File: src/rtl/dpll_pkg.sv
// Shared types and constants for the DPLL control path and the NCO top.
package dpll_pkg;

    typedef enum logic [1:0] {
        IDLE      = 2'd0,
        REF_FIRST = 2'd1,
        NCO_FIRST = 2'd2
    } dpll_state_t;

    localparam int ERR_W_DEFAULT = 24;

    // Preset NCO increments at 12 MHz: ~1, 2, 4 and 8 Hz
    localparam int INC_1HZ = 358;
    localparam int INC_2HZ = 716;
    localparam int INC_4HZ = 1432;
    localparam int INC_8HZ = 2864;

endpackage

File: src/rtl/dpll_phase_filter_edge_det.sv
// Rising-edge detector with an optional synchroniser chain in front.
module dpll_edge_det #(
    parameter int SYNC_STAGES = 2
) (
    input  logic clk,
    input  logic reset_n,
    input  logic d,
    output logic pulse
);

    logic level_s;
    logic prev_r;

    generate
        if (SYNC_STAGES > 0) begin : g_sync
            logic [SYNC_STAGES-1:0] sync_r;

            // Metastability chain for inputs from another clock domain
            always_ff @(posedge clk or negedge reset_n) begin
                if (!reset_n) begin
                    sync_r <= '0;
                end else begin
                    sync_r[0] <= d;
                    for (int i = 1; i < SYNC_STAGES; i++) begin
                        sync_r[i] <= sync_r[i-1];
                    end
                end
            end

            assign level_s = sync_r[SYNC_STAGES-1];
        end else begin : g_direct
            assign level_s = d;
        end
    endgenerate

    // Previous level for edge detection
    always_ff @(posedge clk or negedge reset_n) begin
        if (!reset_n) begin
            prev_r <= 1'b0;
        end else begin
            prev_r <= level_s;
        end
    end

    assign pulse = level_s & ~prev_r;

endmodule

File: src/rtl/dpll_phase_filter.sv
// Phase detector and PI loop filter producing the NCO increment word.
module dpll_phase_filter
    import dpll_pkg::*;
#(
    parameter int CENTER_INC = INC_1HZ,
    parameter int INC_MIN    = 100,
    parameter int INC_MAX    = 4000,
    parameter int ERR_W      = ERR_W_DEFAULT,
    parameter int KP_SHIFT   = 12,
    parameter int KI_SHIFT   = 16,
    parameter int LOCK_TOL   = 64,
    parameter int LOCK_COUNT = 4
) (
    input  logic                    clk,
    input  logic                    reset_n,
    input  logic                    enable,
    input  logic                    ref_in,
    input  logic                    nco_msb,
    output logic [15:0]             phase_inc,
    output logic                    inc_valid,
    output logic                    locked,
    output logic signed [ERR_W-1:0] phase_err
);

    localparam int CW = ERR_W - 1;
    localparam int SW = ERR_W + 2;
    localparam int LW = $clog2(LOCK_COUNT + 1);

    localparam logic [CW-1:0]           CNT_MAX  = {CW{1'b1}};
    localparam logic [CW-1:0]           CNT_ONE  = {{(CW-1){1'b0}}, 1'b1};
    localparam logic signed [ERR_W-1:0] ERR_MAX  = {1'b0, CNT_MAX};
    localparam logic signed [ERR_W:0]   IMAX_W   = {2'b00, CNT_MAX};
    localparam logic signed [ERR_W:0]   IMIN_W   = -IMAX_W;
    localparam logic signed [SW-1:0]    CENTER_S = SW'(CENTER_INC);
    localparam logic signed [SW-1:0]    MIN_S    = SW'(INC_MIN);
    localparam logic signed [SW-1:0]    MAX_S    = SW'(INC_MAX);
    localparam logic signed [ERR_W-1:0] TOL_P    = ERR_W'(LOCK_TOL);
    localparam logic signed [ERR_W-1:0] TOL_N    = -TOL_P;
    localparam logic [LW-1:0]           LOCK_MAX = LW'(LOCK_COUNT);
    localparam logic [LW-1:0]           LOCK_ONE = LW'(1);
    localparam logic [15:0]             CENTER_W = 16'(CENTER_INC);
    localparam logic [15:0]             MIN_W    = 16'(INC_MIN);
    localparam logic [15:0]             MAX_W    = 16'(INC_MAX);

    logic                    ref_edge_s;
    logic                    nco_edge_s;
    dpll_state_t             state_r, state_s;
    logic [CW-1:0]           cnt_r, cnt_s;
    logic signed [ERR_W-1:0] cnt_err_s;
    logic                    upd_s;
    logic signed [ERR_W-1:0] err_s;
    logic                    upd_r;
    logic signed [ERR_W-1:0] integ_r;
    logic [LW-1:0]           lock_cnt_r;
    logic signed [ERR_W-1:0] prop_s, ki_s, integ_n_s;
    logic signed [ERR_W:0]   isum_s;
    logic signed [SW-1:0]    sum_s;
    logic [15:0]             inc_n_s;
    logic                    clamped_s;
    logic                    in_tol_s;
    logic [LW-1:0]           lock_n_s;

    dpll_edge_det #(.SYNC_STAGES(2)) u_ref_det (
        .clk     (clk),
        .reset_n (reset_n),
        .d       (ref_in),
        .pulse   (ref_edge_s)
    );

    dpll_edge_det #(.SYNC_STAGES(0)) u_nco_det (
        .clk     (clk),
        .reset_n (reset_n),
        .d       (nco_msb),
        .pulse   (nco_edge_s)
    );

    assign cnt_err_s = {1'b0, cnt_r};

    // Measurement FSM state register; enable low parks it in IDLE
    always_ff @(posedge clk or negedge reset_n) begin
        if (!reset_n) begin
            state_r <= IDLE;
            cnt_r   <= '0;
        end else if (!enable) begin
            state_r <= IDLE;
            cnt_r   <= '0;
        end else begin
            state_r <= state_s;
            cnt_r   <= cnt_s;
        end
    end

    // Next-state logic: the closing edge always wins over a repeated opener
    always_comb begin
        state_s = state_r;
        cnt_s   = cnt_r;
        case (state_r)
            IDLE: begin
                if (ref_edge_s && !nco_edge_s) begin
                    state_s = REF_FIRST;
                    cnt_s   = CNT_ONE;
                end else if (nco_edge_s && !ref_edge_s) begin
                    state_s = NCO_FIRST;
                    cnt_s   = CNT_ONE;
                end else begin
                    state_s = IDLE;
                end
            end
            REF_FIRST: begin
                if (nco_edge_s || (!ref_edge_s && cnt_r == CNT_MAX)) begin
                    state_s = IDLE;
                    cnt_s   = '0;
                end else if (ref_edge_s) begin
                    cnt_s = CNT_ONE;
                end else begin
                    cnt_s = cnt_r + CNT_ONE;
                end
            end
            NCO_FIRST: begin
                if (ref_edge_s || (!nco_edge_s && cnt_r == CNT_MAX)) begin
                    state_s = IDLE;
                    cnt_s   = '0;
                end else if (nco_edge_s) begin
                    cnt_s = CNT_ONE;
                end else begin
                    cnt_s = cnt_r + CNT_ONE;
                end
            end
            default: begin
                state_s = IDLE;
                cnt_s   = '0;
            end
        endcase
    end

    // Update events and the signed error they carry
    always_comb begin
        upd_s = 1'b0;
        err_s = '0;
        case (state_r)
            IDLE: begin
                if (ref_edge_s && nco_edge_s) begin
                    upd_s = 1'b1;
                end else begin
                    upd_s = 1'b0;
                end
            end
            REF_FIRST: begin
                if (nco_edge_s) begin
                    upd_s = 1'b1;
                    err_s = cnt_err_s;
                end else if (ref_edge_s || cnt_r == CNT_MAX) begin
                    upd_s = 1'b1;
                    err_s = ERR_MAX;
                end else begin
                    upd_s = 1'b0;
                end
            end
            NCO_FIRST: begin
                if (ref_edge_s) begin
                    upd_s = 1'b1;
                    err_s = -cnt_err_s;
                end else if (nco_edge_s || cnt_r == CNT_MAX) begin
                    upd_s = 1'b1;
                    err_s = -ERR_MAX;
                end else begin
                    upd_s = 1'b0;
                end
            end
            default: begin
                upd_s = 1'b0;
            end
        endcase
    end

    // Pipeline stage 1: capture the error of each update
    always_ff @(posedge clk or negedge reset_n) begin
        if (!reset_n) begin
            phase_err <= '0;
            upd_r     <= 1'b0;
        end else if (!enable) begin
            upd_r <= 1'b0;
        end else begin
            upd_r <= upd_s;
            if (upd_s) begin
                phase_err <= err_s;
            end
        end
    end

    assign prop_s = phase_err >>> KP_SHIFT;
    assign ki_s   = phase_err >>> KI_SHIFT;
    assign isum_s = {integ_r[ERR_W-1], integ_r} + {ki_s[ERR_W-1], ki_s};
    assign sum_s  = CENTER_S + {{2{prop_s[ERR_W-1]}}, prop_s}
                  + {{2{integ_n_s[ERR_W-1]}}, integ_n_s};

    // Integrator saturation and output clamp
    always_comb begin
        if (isum_s > IMAX_W) begin
            integ_n_s = ERR_MAX;
        end else if (isum_s < IMIN_W) begin
            integ_n_s = -ERR_MAX;
        end else begin
            integ_n_s = isum_s[ERR_W-1:0];
        end
        if (sum_s > MAX_S) begin
            inc_n_s   = MAX_W;
            clamped_s = 1'b1;
        end else if (sum_s < MIN_S) begin
            inc_n_s   = MIN_W;
            clamped_s = 1'b1;
        end else begin
            inc_n_s   = sum_s[15:0];
            clamped_s = 1'b0;
        end
    end

    // Lock counter next value, saturating at LOCK_COUNT
    always_comb begin
        in_tol_s = (phase_err <= TOL_P) && (phase_err >= TOL_N);
        if (!in_tol_s) begin
            lock_n_s = '0;
        end else if (lock_cnt_r == LOCK_MAX) begin
            lock_n_s = LOCK_MAX;
        end else begin
            lock_n_s = lock_cnt_r + LOCK_ONE;
        end
    end

    // Pipeline stage 2: filter state and outputs; integrator frozen while clamped
    always_ff @(posedge clk or negedge reset_n) begin
        if (!reset_n) begin
            phase_inc  <= CENTER_W;
            inc_valid  <= 1'b0;
            locked     <= 1'b0;
            integ_r    <= '0;
            lock_cnt_r <= '0;
        end else if (!enable) begin
            phase_inc  <= CENTER_W;
            inc_valid  <= 1'b0;
            locked     <= 1'b0;
            integ_r    <= '0;
            lock_cnt_r <= '0;
        end else begin
            inc_valid <= upd_r;
            if (upd_r) begin
                phase_inc  <= inc_n_s;
                lock_cnt_r <= lock_n_s;
                locked     <= (lock_n_s == LOCK_MAX);
                if (!clamped_s) begin
                    integ_r <= integ_n_s;
                end
            end
        end
    end

endmodule

File: config.mk
export PLATFORM = sky130hd
export DESIGN_NAME = dpll_phase_filter
export DESIGN_NICKNAME = d
export VERILOG_FILES = /design/src/rtl/dpll_pkg.sv /design/src/rtl/dpll_phase_filter_edge_det.sv /design/src/rtl/dpll_phase_filter.sv
export SDC_FILE = /design/constraint.sdc
export NUM_CORES = 1
export LEC_CHECK = 0
export CAP_MARGIN = 25
export CORE_MARGIN = 8
export CORE_UTILIZATION = 54
export DETAILED_ROUTE_END_ITERATION = 10
export GPL_TIMING_DRIVEN = 1
export PLACE_DENSITY = 0.75
export SYNTH_ARGS = -nofsm -noshare
export SYNTH_HDL_FRONTEND = slang
export SYNTH_SLANG_ARGS = --single-unit
File: constraint.sdc
create_clock -name clk -period 15.1 [get_ports clk]
set_input_delay 4.53 -clock clk [delete_from_list [all_inputs] [get_ports clk]]
set_output_delay 4.53 -clock clk [all_outputs]
set_load 0.02 [all_outputs]
==> impl_metrics.csv <==
group,metric,value,unit
run_status,outcome,"finished clean",
cts,root_buffer,"clkbuf_16",
power_and_ir_drop,power_density,81.4,mW/mm2
cells_and_area,final_nets,1211,
cts,clk_pin_slew_worst_paths,0.08,ns
cts,cts_tree,"yes",
detailed_routing,via_per_inst,6.29,
sta,min_period,9.02,ns
global_routing,antenna_found_initial,0,
sta,fin_tns_setup,0,ns
global_routing,grt_pass1_vias,8016,
critical_path,critPathArrivalTime,9.29,ns
synthesis,ys.flop_type,"dfrtp_1",
hold_path,hold_end,"u_ref_det.g_sync.sync_r[1]",
sta,rsz0062_at_grt,"no",
hold_path,min_from,"u_ref_det.g_sync.sync_r[0]",
synthesis,synth_edf_count,0,
detailed_routing,wl_per_cell,18.1,um
critical_path,crit_required,15.37,ns
cells_and_area,multiInputGateArea,0.00598,mm2
global_routing,overflow,0,
detailed_routing,drt_iter0_markers,583,
place,portBuffers,46,
flow_run,maxCapViolCount,0,
sta,skew,0.00890,ns
detailed_routing,drtAntennaViolNets,0,
synthesis,synth-seq-area-share,27.9,%
die,io_pins,47,
power_and_ir_drop,ir_drop,0.0609,mV
detailed_routing,vias,8493,
detailed_routing,dr.pass1.iters,5,
synthesis,syn-num-nets,1220,
die,die-area,0.0209,mm2
sta,hold_viol_final,0,
synthesis,async_reset_ff_share,100,%
synthesis,synth_area_leader_cell,"dfrtp_1",
cells_and_area,areaGrowthSynthToFinish,8.77,%
cts,h-tree-depth,3,
global_routing,grt_max_degree,72,
synthesis,synthDistinctLibCells,83,
sta,finalCritPeriodShare,59.7,%
die,core_area,0.0163,mm2
cts,postCtsSetupRepairBufs,0,
cells_and_area,n_fill_cell,1543,
sta,slew_headroom,31.3,%
critical_path,worstRegToRegCells,26,
cts,clock-sinks,99,
cts,ctsResizeCount,0,
die,die_x,145,um
place,place_hpwl,18600,um
synthesis,synthCells,1134,
synthesis,synth_top_area_share,26.4,%
synthesis,yosysMostFrequentCell,"nor2_1",
cts,tritoncts.num_buffers,9,
power_and_ir_drop,power,0.789,mW
hold_path,whs_path_depth,0,
sta,setup_viol,0,
cts,clock_path_buffers,2,
sta,fmax,0.111,GHz
critical_path,timing.rr.end,"integ_r[23]",
place,place_congestion,0.966,
critical_path,reg2reg_slack,6.08,ns
critical_path,cp_max_fo,28,
power_and_ir_drop,power_leakage,4.24,nW
detailed_routing,remaining_drc_errors,0,
synthesis,avgSynthCellArea,7.86,um2
hold_path,hp-class,"register to register",
cells_and_area,seq_area,0.00248,mm2
cells_and_area,drive_gt1_share,4.78,%
cts,insertion_delay,0.36,ns
sta,slew_violations,0,
sta,tightest_slew,1.03,ns
synthesis,synth_area_leaders,"dfrtp_1 26%, ha_1 11%, o21ai_0 5.1%",
cells_and_area,antenna_cells,0,
synthesis,yosys_warnings,0,
die,fp.dieH,145,um
synthesis,syn_area,0.00892,mm2
critical_path,cp-start-kind,"register",
critical_path,r2r-start,"phase_err[16]",
synthesis,netlist_top_cells_count,"111 x nor2_1, 110 x nand2_1, 94 x dfrtp_1",
global_routing,track_usage,24.0,%
critical_path,criticalPathCategory,"register to register",
die,row_count,47,
synthesis,synth-seq-cells,99,
cts,hold_buffers,0,
global_routing,grt_pass1_wl,40200,um
critical_path,cp-end-kind,"register",
die,initial_core_util,54.5,%
detailed_routing,drt_wl_total,24400,um
## cells in the final DEF, fill, tap and decap left out, drive strengths merged, types with 5 or more instances in the layout
cell type	instances
or3	21
clkdlybuf4s50	45
a21o	18
nor2	111
o31ai	20
and4	7
o22ai	11
and2	18
and3	10
dfrtp	94
o211ai	25
nor2b	6
nand2b	9
xor2	23
or2	12
a21oi	79
xnor2	15
ha	79
clkbuf	9
nor4	17
a221oi	17
o21a	13
o21ai	92
maj3	8
or4	5
nor3	26
nand3	40
buf	6
a211oi	22
nand4	22
dfstp	5
nand2	110
inv	51
## through the flow
stage	instances	instance area [um2]	utilization [%]	setup WS [ns]	hold slack [ns]
finish	1350	9700	59.3	6.08	0.361
detailed placement	1334	9410	57.6	6.25	0.350
CTS	1350	9700	59.3	6.18	0.367
floorplan	1134	8920	-	7.84	0.331
global placement	1334	9410	57.6	6.51	0.343
global route	1350	9700	59.3	5.35	0.371
## final cells by class
| class | instances | share of cell area (%) |
|---|---|---|
| clock buffers | 9 | 2.32 |
| clock inverters | 7 | 0.671 |
| inverters | 47 | 1.82 |
| multi-input cells | 917 | 61.6 |
| flip-flops and latches | 99 | 25.6 |
| well taps | 220 | 2.84 |
| repair buffers | 51 | 5.11 |
## worst max-delay path: stages, from the launching register on
cell	delay [ns]
dfrtp_1	0.45
ha_1	0.20
inv_1	0.06
fa_1	0.39
nand2b_1	0.18
a211oi_1	0.60
o21ai_0	0.40
a211oi_1	0.43
nor3_1	0.12
nor2_1	0.65
nor2_1	0.13
or2_1	0.58
or2_2	0.43
ha_1	0.27
inv_1	0.06
ha_1	0.16
inv_1	0.05
fa_1	0.39
nor2b_1	0.17
o2111ai_1	0.31
a211oi_2	0.45
o22ai_1	0.23
xnor2_1	0.18
nor4_2	0.39
nand4_1	0.84
or3_1	0.63
a21oi_1	0.15
## worst max-delay path by stage
stage	startpoint	end	cells after the start
final	phase_err[16]	integ_r[23]	26
after global routing	phase_err[16]	integ_r[23]	26
after CTS	phase_err[16]	integ_r[23]	26
after detailed placement	phase_err[16]	phase_inc[11]	26
after global placement	phase_err[16]	phase_inc[11]	26
after floorplan	phase_err[23]	phase_inc[11]	27
## sequential cells by signal, indices dropped and copies added (netlist names)
name and count:
cnt_r 23, inc_valid 1, integ_r 24, lock_cnt_r 3, locked 1, phase_err 24
phase_inc 16, state_r 2, u_nco_det.prev_r 1, u_ref_det.g_sync.sync_r 2, u_ref_det.prev_r 1, upd_r 1
## cell families after synthesis
group / synth area share (%)
mux: 0.449
simple gates: 24.4
flops: 27.9
fa+ha+maj: 12.4
buf+inv: 5.11
xor+xnor: 3.73
compound gates: 26.0
## power by group
| part | total, mW | internal [mW] | switching (mW) |
|---|---|---|---|
| logic | 0.280 | 0.0985 | 0.182 |
| registers | 0.276 | 0.270 | 0.00588 |
| clock network | 0.233 | 0.117 | 0.117 |
| total | 0.789 | 0.485 | 0.304 |
## routing by layer
metal | global-route usage, % | up-vias | share of wire [%]
li1 | - | 4179 | -
met3 | 3.63 | 59 | 4.4
met2 | 39.5 | 223 | 48
met5 | 0 | - | 0
met4 | 9.69 | 0 | 3.3
met1 | 31.0 | 4032 | 45
No activity file was read; power rests on OpenSTA's default activity.
